## src/rtl/mem_arb_pkg.sv

```systemverilog
// Shared types and constants for the two-port memory arbiter.
package mem_arb_pkg;

  typedef enum logic [1:0] {
    IDLE = 2'd0,
    BUSY = 2'd1,
    RESP = 2'd2
  } arb_state_t;

  localparam logic PORT0 = 1'b0;  // dcache
  localparam logic PORT1 = 1'b1;  // icache

  localparam int DEFAULT_ADDR_W = 32;
  localparam int DEFAULT_LINE_W = 256;

  function automatic logic [1:0] port_onehot(input logic port);
    return (port == PORT1) ? 2'b10 : 2'b01;
  endfunction

endpackage

```

## src/rtl/mem_arb_rr.sv

```systemverilog
// Two-way round-robin picker: a lone request wins outright, a tie goes to the
// port that did not complete the previous transaction.
module mem_arb_rr
  import mem_arb_pkg::*;
(
  input  logic [1:0] req,
  input  logic       last_grant,
  output logic [1:0] grant
);

  always_comb begin
    grant = req;
    if (&req) begin
      grant = (last_grant == PORT1) ? port_onehot(PORT0) : port_onehot(PORT1);
    end
  end

endmodule

```

## src/rtl/mem_arbiter.sv

```systemverilog
// Two-port line-memory arbiter: one outstanding transaction, round-robin on
// ties, registered outputs and an abort if memory never acknowledges.
module mem_arbiter
  import mem_arb_pkg::*;
#(
  parameter int TIMEOUT_CYCLES = 64,
  parameter int ADDR_W         = DEFAULT_ADDR_W,
  parameter int LINE_W         = DEFAULT_LINE_W
) (
  input  logic              clk_i,
  input  logic              rst_i,
  input  logic              p0_req_i,
  input  logic              p0_write_i,
  input  logic [ADDR_W-1:0] p0_addr_i,
  input  logic [LINE_W-1:0] p0_data_i,
  output logic [LINE_W-1:0] p0_data_o,
  output logic              p0_ack_o,
  input  logic              p1_req_i,
  input  logic              p1_write_i,
  input  logic [ADDR_W-1:0] p1_addr_i,
  input  logic [LINE_W-1:0] p1_data_i,
  output logic [LINE_W-1:0] p1_data_o,
  output logic              p1_ack_o,
  input  logic [LINE_W-1:0] mem_data_i,
  input  logic              mem_ack_i,
  output logic [LINE_W-1:0] mem_data_o,
  output logic [ADDR_W-1:0] mem_addr_o,
  output logic              mem_enable_o,
  output logic              mem_write_o,
  output logic [1:0]        grant_o,
  output logic              timeout_o
);

  localparam int TIMER_W = (TIMEOUT_CYCLES > 1) ? $clog2(TIMEOUT_CYCLES) : 1;
  localparam logic [TIMER_W-1:0] TIMER_LAST = TIMER_W'(TIMEOUT_CYCLES - 1);

  arb_state_t         state_reg, state_next;
  logic [TIMER_W-1:0] timer_reg, timer_next;
  logic               last_grant_reg, last_grant_next;
  logic [1:0]         grant_reg, grant_next;
  logic [1:0]         ack_reg, ack_next;
  logic               timeout_reg, timeout_next;
  logic               mem_enable_reg, mem_enable_next;
  logic               mem_write_reg, mem_write_next;
  logic [ADDR_W-1:0]  mem_addr_reg, mem_addr_next;
  logic [LINE_W-1:0]  mem_data_reg, mem_data_next;
  logic [1:0]         data_load;
  logic [1:0]         rr_grant;
  logic               owner;

  assign owner = grant_reg[1];

  mem_arb_rr u_rr (
    .req        ({p1_req_i, p0_req_i}),
    .last_grant (last_grant_reg),
    .grant      (rr_grant)
  );

  always_ff @(posedge clk_i or negedge rst_i) begin
    if (!rst_i) begin
      state_reg      <= IDLE;
      timer_reg      <= '0;
      last_grant_reg <= PORT1;
      grant_reg      <= '0;
      ack_reg        <= '0;
      timeout_reg    <= 1'b0;
      mem_enable_reg <= 1'b0;
      mem_write_reg  <= 1'b0;
      mem_addr_reg   <= '0;
      mem_data_reg   <= '0;
    end else begin
      state_reg      <= state_next;
      timer_reg      <= timer_next;
      last_grant_reg <= last_grant_next;
      grant_reg      <= grant_next;
      ack_reg        <= ack_next;
      timeout_reg    <= timeout_next;
      mem_enable_reg <= mem_enable_next;
      mem_write_reg  <= mem_write_next;
      mem_addr_reg   <= mem_addr_next;
      mem_data_reg   <= mem_data_next;
    end
  end

  always_comb begin
    state_next      = state_reg;
    timer_next      = timer_reg;
    last_grant_next = last_grant_reg;
    grant_next      = grant_reg;
    ack_next        = 2'b00;
    timeout_next    = 1'b0;
    mem_enable_next = mem_enable_reg;
    mem_write_next  = mem_write_reg;
    mem_addr_next   = mem_addr_reg;
    mem_data_next   = mem_data_reg;
    data_load       = 2'b00;

    case (state_reg)
      IDLE: begin
        if (rr_grant != 2'b00) begin
          grant_next      = rr_grant;
          timer_next      = '0;
          mem_enable_next = 1'b1;
          if (rr_grant[1]) begin
            mem_addr_next  = p1_addr_i;
            mem_data_next  = p1_data_i;
            mem_write_next = p1_write_i;
          end else begin
            mem_addr_next  = p0_addr_i;
            mem_data_next  = p0_data_i;
            mem_write_next = p0_write_i;
          end
          state_next = BUSY;
        end
      end

      BUSY: begin
        // An ack on the final timer count still completes normally.
        if (mem_ack_i) begin
          data_load       = mem_write_reg ? 2'b00 : grant_reg;
          last_grant_next = owner;
          ack_next        = grant_reg;
          mem_enable_next = 1'b0;
          mem_write_next  = 1'b0;
          timer_next      = '0;
          state_next      = RESP;
        end else if (timer_reg == TIMER_LAST) begin
          ack_next        = grant_reg;
          timeout_next    = 1'b1;
          mem_enable_next = 1'b0;
          mem_write_next  = 1'b0;
          timer_next      = '0;
          state_next      = RESP;
        end else begin
          timer_next = timer_reg + 1'b1;
        end
      end

      RESP: begin
        grant_next = 2'b00;
        state_next = IDLE;
      end

      default: begin
        state_next = IDLE;
      end
    endcase
  end

  // Per-port read-data holding registers, loaded only on a read completion.
  genvar gi;
  generate
    for (gi = 0; gi < 2; gi++) begin : g_port
      logic [LINE_W-1:0] data_reg;
      always_ff @(posedge clk_i or negedge rst_i) begin
        if (!rst_i) begin
          data_reg <= '0;
        end else if (data_load[gi]) begin
          data_reg <= mem_data_i;
        end
      end
    end
  endgenerate

  assign p0_data_o    = g_port[0].data_reg;
  assign p1_data_o    = g_port[1].data_reg;
  assign p0_ack_o     = ack_reg[0];
  assign p1_ack_o     = ack_reg[1];
  assign mem_data_o   = mem_data_reg;
  assign mem_addr_o   = mem_addr_reg;
  assign mem_enable_o = mem_enable_reg;
  assign mem_write_o  = mem_write_reg;
  assign grant_o      = grant_reg;
  assign timeout_o    = timeout_reg;

endmodule
```

## config.mk

```make
export PLATFORM = sky130hd
export DESIGN_NAME = mem_arbiter
export DESIGN_NICKNAME = d
export VERILOG_FILES = /design/src/rtl/mem_arb_pkg.sv /design/src/rtl/mem_arb_rr.sv /design/src/rtl/mem_arbiter.sv
export SDC_FILE = /design/constraint.sdc
export NUM_CORES = 1
export LEC_CHECK = 0
export CAP_MARGIN = 10
export CORE_AREA = 2 2 633 635
export CTS_CLUSTER_SIZE = 8
export DETAILED_ROUTE_END_ITERATION = 16
export DIE_AREA = 0 0 635 637
export PLACE_DENSITY = 0.37
export SYNTH_ARGS = -nofsm -noshare
export SYNTH_HDL_FRONTEND = slang
export SYNTH_HIERARCHICAL = 1
export SYNTH_SLANG_ARGS = --single-unit
```

## constraint.sdc

```tcl
create_clock -name clk_i -period 2.8 [get_ports clk_i]
set_input_delay 0.56 -clock clk_i [delete_from_list [all_inputs] [get_ports clk_i]]
set_output_delay 0.56 -clock clk_i [all_outputs]
set_load 0.01 [all_outputs]
```

# [After elaboration in Yosys (flattened, before gate mapping)]
# Index checks and enable logic that the tools add are counted.
[totals] register_bits=816 input_bits=839 output_inout_bits=807 elab_cells=59
[classes] addsub=1 n_eq_ne=5 muxes=30 n_reduce_logical=11
[op_table] cell="two-way mux 256 bit" count=1
[op_table] cell="two-way mux 32 bit" count=1
[op_table] cell="two-way mux 2 bit" count=12
[op_table] cell="two-way mux 6 bit" count=3
[op_table] cell="one-hot mux 6 bit (2 select lines)" count=1
[op_table] cell="AND reduction 2 bit" count=6
[op_table] cell="two-way mux 1 bit" count=8
[op_table] cell="one-hot mux 2 bit (2 select lines)" count=2
[op_table] cell="adder 6 x 1 -> 6 bit, second input constant" count=1
[op_table] cell="== test 6 bit, second input constant" count=1
[op_table] cell="nonzero test 2 bit" count=3
[op_table] cell="one-hot mux 1 bit (2 select lines)" count=2
[op_table] cell="!= test 3 bit, second input constant" count=1
[op_table] cell="AND reduction 3 bit" count=1
[op_table] cell="== test 2 x 1 -> 1 bit, second input constant" count=1
[op_table] cell="== test 2 bit, second input constant" count=1
[op_table] cell="zero test 2 bit" count=1
[op_table] cell="!= test 2 bit, second input constant" count=1

# [Longest topological paths before layout]
[logic_depth] word_depth=5 mapped_depth=9 mapped_depth_nobuf=6

# [Hierarchy]
# Netlist, hierarchy kept.
[by_module_without_submodules] module="mem_arbiter" instances=1 cells_per_inst=2400 area_each_um2=33255.6 seq_area_each_um2=20420.8
[by_module_without_submodules] module="mem_arb_rr" instances=1 cells_per_inst=3 area_each_um2=18.8 seq_area_each_um2=0.0

# [Least setup slack after synthesis]
# OpenSTA, ideal clock, no wires.
[synth_timing] kind="input port to flip-flop" start="in p0_req_i" end="reg mem_data_reg[174], in the netlist mem_data_o[174]" setup_time_ps=133 arrival_ps=1648 setup_slack_ps=1019 cell_stages=8 path_buffers=4 path_cell_list="a21boi_1 > o21ai_2 > buf_4 > buf_4 > buf_6 > buf_6 > nand2_1 > o21ai_0"
[synth_between] elab_chain_len=4 word_cells_on_any_way=5 classes_between="2 x mux; 3 x reduce/logical"
[synth_rtl] element="start: declaration" line="mem_arbiter.sv:12" rtl="input logic p0_req_i,"
[synth_rtl] element="AND reduction 2 bit" line="mem_arb_rr.sv:13" rtl="if (&req) begin"
[synth_rtl] element="two-way mux 2 bit (*)" line="mem_arb_rr.sv:13"
[synth_rtl] element="nonzero test 2 bit" line="mem_arbiter.sv:100" rtl="if (rr_grant != 2'b00) begin"
[synth_rtl] element="AND reduction 2 bit (no source line)"
[synth_rtl] element="end signal: assignment" line="mem_arbiter.sv:81" rtl="mem_data_reg <= mem_data_next;"
[synth_rtl] element="end: declaration" line="mem_arbiter.sv:46" rtl="logic [LINE_W-1:0] mem_data_reg, mem_data_next;"
# Every way passes the cells marked *; elsewhere a longest branch is shown, timed or not.
# A chain may end at the register's enable or synchronous reset.

# [Worst setup path in the final report]
[layout_timing] start="reg g_port[1].data_reg[73], in the netlist p1_data_o[73]" end="out p1_data_o[73]"
[layout_lines] element="start: declaration" line="mem_arbiter.sv:154" rtl="logic [LINE_W-1:0] data_reg;"
[layout_lines] element="start signal: assignment" line="mem_arbiter.sv:159" rtl="data_reg <= mem_data_i;"
[layout_lines] element="end: declaration" line="mem_arbiter.sv:22" rtl="output logic [LINE_W-1:0] p1_data_o,"
# No word-level cell between the ends.

==> results.md <==
* Status: finished, final reports clean
* Core box area at 398000 sq um
* Syn nets at between 3k and 4k
* 1st-pass router iterations at 5
* Share of the synthesized area in the top cell type at ~61%
* Leakage power total at 23.9 nW
* # setup viols final at 0
* Critical Path End Type: output pin
* Total GRT Usage at between 10% and 20%
* WL final at between 200000 and 300000 um
* Port bufs at roughly 1.6k
* Placer Congestion at 0.947
* Worst-skew pair later-pin latency at about 0.85 ns
* DR iter-0 viols at about 1.3k
* Synth Area per Inst at 13.8 sq um
* Die ar. at a little over 400000 sq um
* Finished Layout Cells at between 9k and 10k
* Vias at around 28k
* Layout area overhead at 80.2%
* Inserted Clock Buffers at 121
* Ys Warns at 6
* Clock Sinks at roughly 820
* Crit path launch: p1_data_o[73]
* Initial Utilization at 8.36%
* VDD IR max at around 0.43 mV
* Num ports at about 1.6k
* Final period utilization at between 90% and 100%
* TNS Setup at 0 ns
* Max_cap viols at 0
* Pins over their slew limit at 0
* Clock-pin slew on the worst setup and hold paths at around 0.050 ns
* Antenna viol nets, final at 0
* Seq/Total Area, Yosys at between 60% and 70%
* Crit-path leading delay family: buffers and inverters
* CP peak stage delay at between 0.9 and 1 ns
* Synth top area cells: dfrtp_1 (61%), mux2_1 (15%), mux2i_1 (8.7%)
* FP Rows at 232
* Dpl cells at between 9k and 10k
* Final setup skew at about 0.08 ns
* Crit path time final at approximately 2.7 ns
* Slew @ Worst Pin at approximately 0.75 ns
* Worst r2r src: state_reg[0]
* Total congestion overflow at 0
* Total power at around 66 mW
* CTS max path bufs at 4
* Yosys reg bits at slightly above 800
* DRC viols at 0
* PwrDens at ~1100 nW/um^2
* CTS tree: built
* Total number of H-tree levels at 3
* Relative slew slack at around half
* Final hold vios at 0
* Vias in the first global route at 29.0k
* Slowest-stage cell, CP: clkdlybuf4s50_1
* Fmax at ~0.38 GHz
* First-pass GRT wire length at ~340000 um
* Post-Syn Area at 33300 sq um
* Estimated wirelength of the detail-placed design at roughly 240000 um
* Crit path kind: flip-flop to output pin
* Die Ht at 637 um
* Cell variety after synth at 37
* Mapped Cells at approximately 2.4k
* Final Net Count at 4988
* Postcts setup bufs at 0
* Worst setup SP type: flip-flop
* Largest net degree at the start of global routing at 85
* Antenna violations before repair at about 180
* Drt via density at approximately 2.9
* Synth area leader: dfrtp_1
* Finished Cell Area at 60000 sq um
* DR WL/cell at slightly below 30 um
* Root Driver: clkbuf_16
* Layout cell share with drive strength beyond 1 at under 10%
* Arrival time at the worst endpoint at ~2.1 ns
* Worst EP required at approximately 2.2 ns
* Placement-stage cell area at between 50000 and 60000 sq um
* Worst path buffer plus inverter count at 1
* Crit path max fanout at 2
* Chip width at about 640 um
* CP Cell Sequence: clkdlybuf4s50_1
* Min-Delay Path Class: input port to asynchronous set/reset pin
==> cells by family after synthesis <==
group | Yosys count | synth area share, %
xor+xnor | 1 | 0.0263
compound gates | 308 | 4.73
buf+inv | 158 | 3.61
mux | 802 | 26.5
flops | 816 | 61.4
simple gates | 317 | 3.72
fa+ha+maj | 1 | 0.0376
==> layout by cell type, fill, tap and decap left out, drive strengths merged, types with 3 or more instances in the layout <==
cell type and instances:
diode 24, dfrtp 815, clkinv 5, buf 154, a21boi 3, nor2 8, nand3 4, mux2 513
nand2 295, dlygate4sd2 12, o21ai 294, clkdlybuf4s50 1600, dlymetal6s2s 8, inv 7, a31oi 3, clkbuf 137
mux2i 289
==> power by group <==
group          internal (mW)  switching (mW)
clock                   7.93            5.71
sequential              17.7            3.82
combinational           15.2            16.1
total                   40.9            25.6
==> synth_stat cells <==
cell type	number
dfrtp_1	815
mux2_1	440
nand2_1	295
o21ai_0	293
mux2i_1	289
buf_6	70
buf_2	42
mux2_4	40
mux2_2	33
clkbuf_1	32
buf_4	8
nor2_1	7
inv_1	4
a31oi_1	3
a21boi_0	2
a21oi_1	2
a22o_1	2
and2_1	2
and3_1	2
nand3_1	2
nand3_2	2
nor3_1	2
or2_2	2
a21boi_1	1
a22oi_1	1
a41oi_1	1
buf_1	1
dfstp_2	1
ha_1	1
inv_2	1
nand2b_1	1
nor2_4	1
o21a_1	1
o21ai_2	1
o22ai_1	1
or3b_1	1
xor2_1	1
==> layout make-up <==
class                           count  area (sq um)
Antenna cell                       24          60.1
Clock buffer                      137          3140
Clock inverter                     11           140
Fill cell                       44306        338000
Inverter                            5          18.8
Multi-Input combinational cell   1429         11700
Sequential cell                   816         20400
Tap cell                         5265          6590
Timing Repair Buffer             1775         17900
==> per-stage QoR <==
stage / utilization (%) / hold slack [ns] / setup slack (ns)
global route: 15.1 / 0.202 / -0.0102
global placement: 14.2 / 0.464 / -0.159
detailed placement: 14.2 / 0.470 / -0.185
floorplan: - / 0.264 / 1.02
CTS: 15.0 / 0.168 / 0.00171
finish: 15.1 / 0.248 / 0.139
==> path summary, 6_finish.rpt <==
kind / endpoint / slack (ns) / cells after the start
worst max-delay path: p1_data_o[73] / 0.14 / 1
worst min-delay path: p1_data_o[209] / 0.25 / 2
worst max register to register: p1_data_o[35] / 0.79 / 7
worst min register to register: mem_data_o[214] / 0.48 / 2
max in group asynchronous: mem_data_o[199] / 1.37 / 3
min in group clk_i: p0_data_o[102] / 0.34 / 2
==> worst reg2reg max path, stage by stage (launching register included) <==
cell	delay, ns
dfrtp_1	0.43
inv_2	0.09
nor2_4	0.22
nand3_4	0.16
buf_12	0.21
buf_12	0.29
buf_12	0.17
mux2_1	0.32
==> repair_timing <==
item	CTS	global route
setup endpoints to repair	12	8
cloned	0	0
hold buffers	1	0
endpoints found under the hold margin	16	0
gates resized for setup	12	8
==> layer usage <==
layer	up-vias	share of wire, %	GRT usage, %	wire (um)
met1	13739	34	12.9	93100
met5	-	0.16	0	441
li1	11895	-	-	-
met3	490	11	6.45	29700
met2	1414	52	24.4	143000
met4	66	2.4	2.47	6410
No activity file was read; power rests on OpenSTA's default activity.
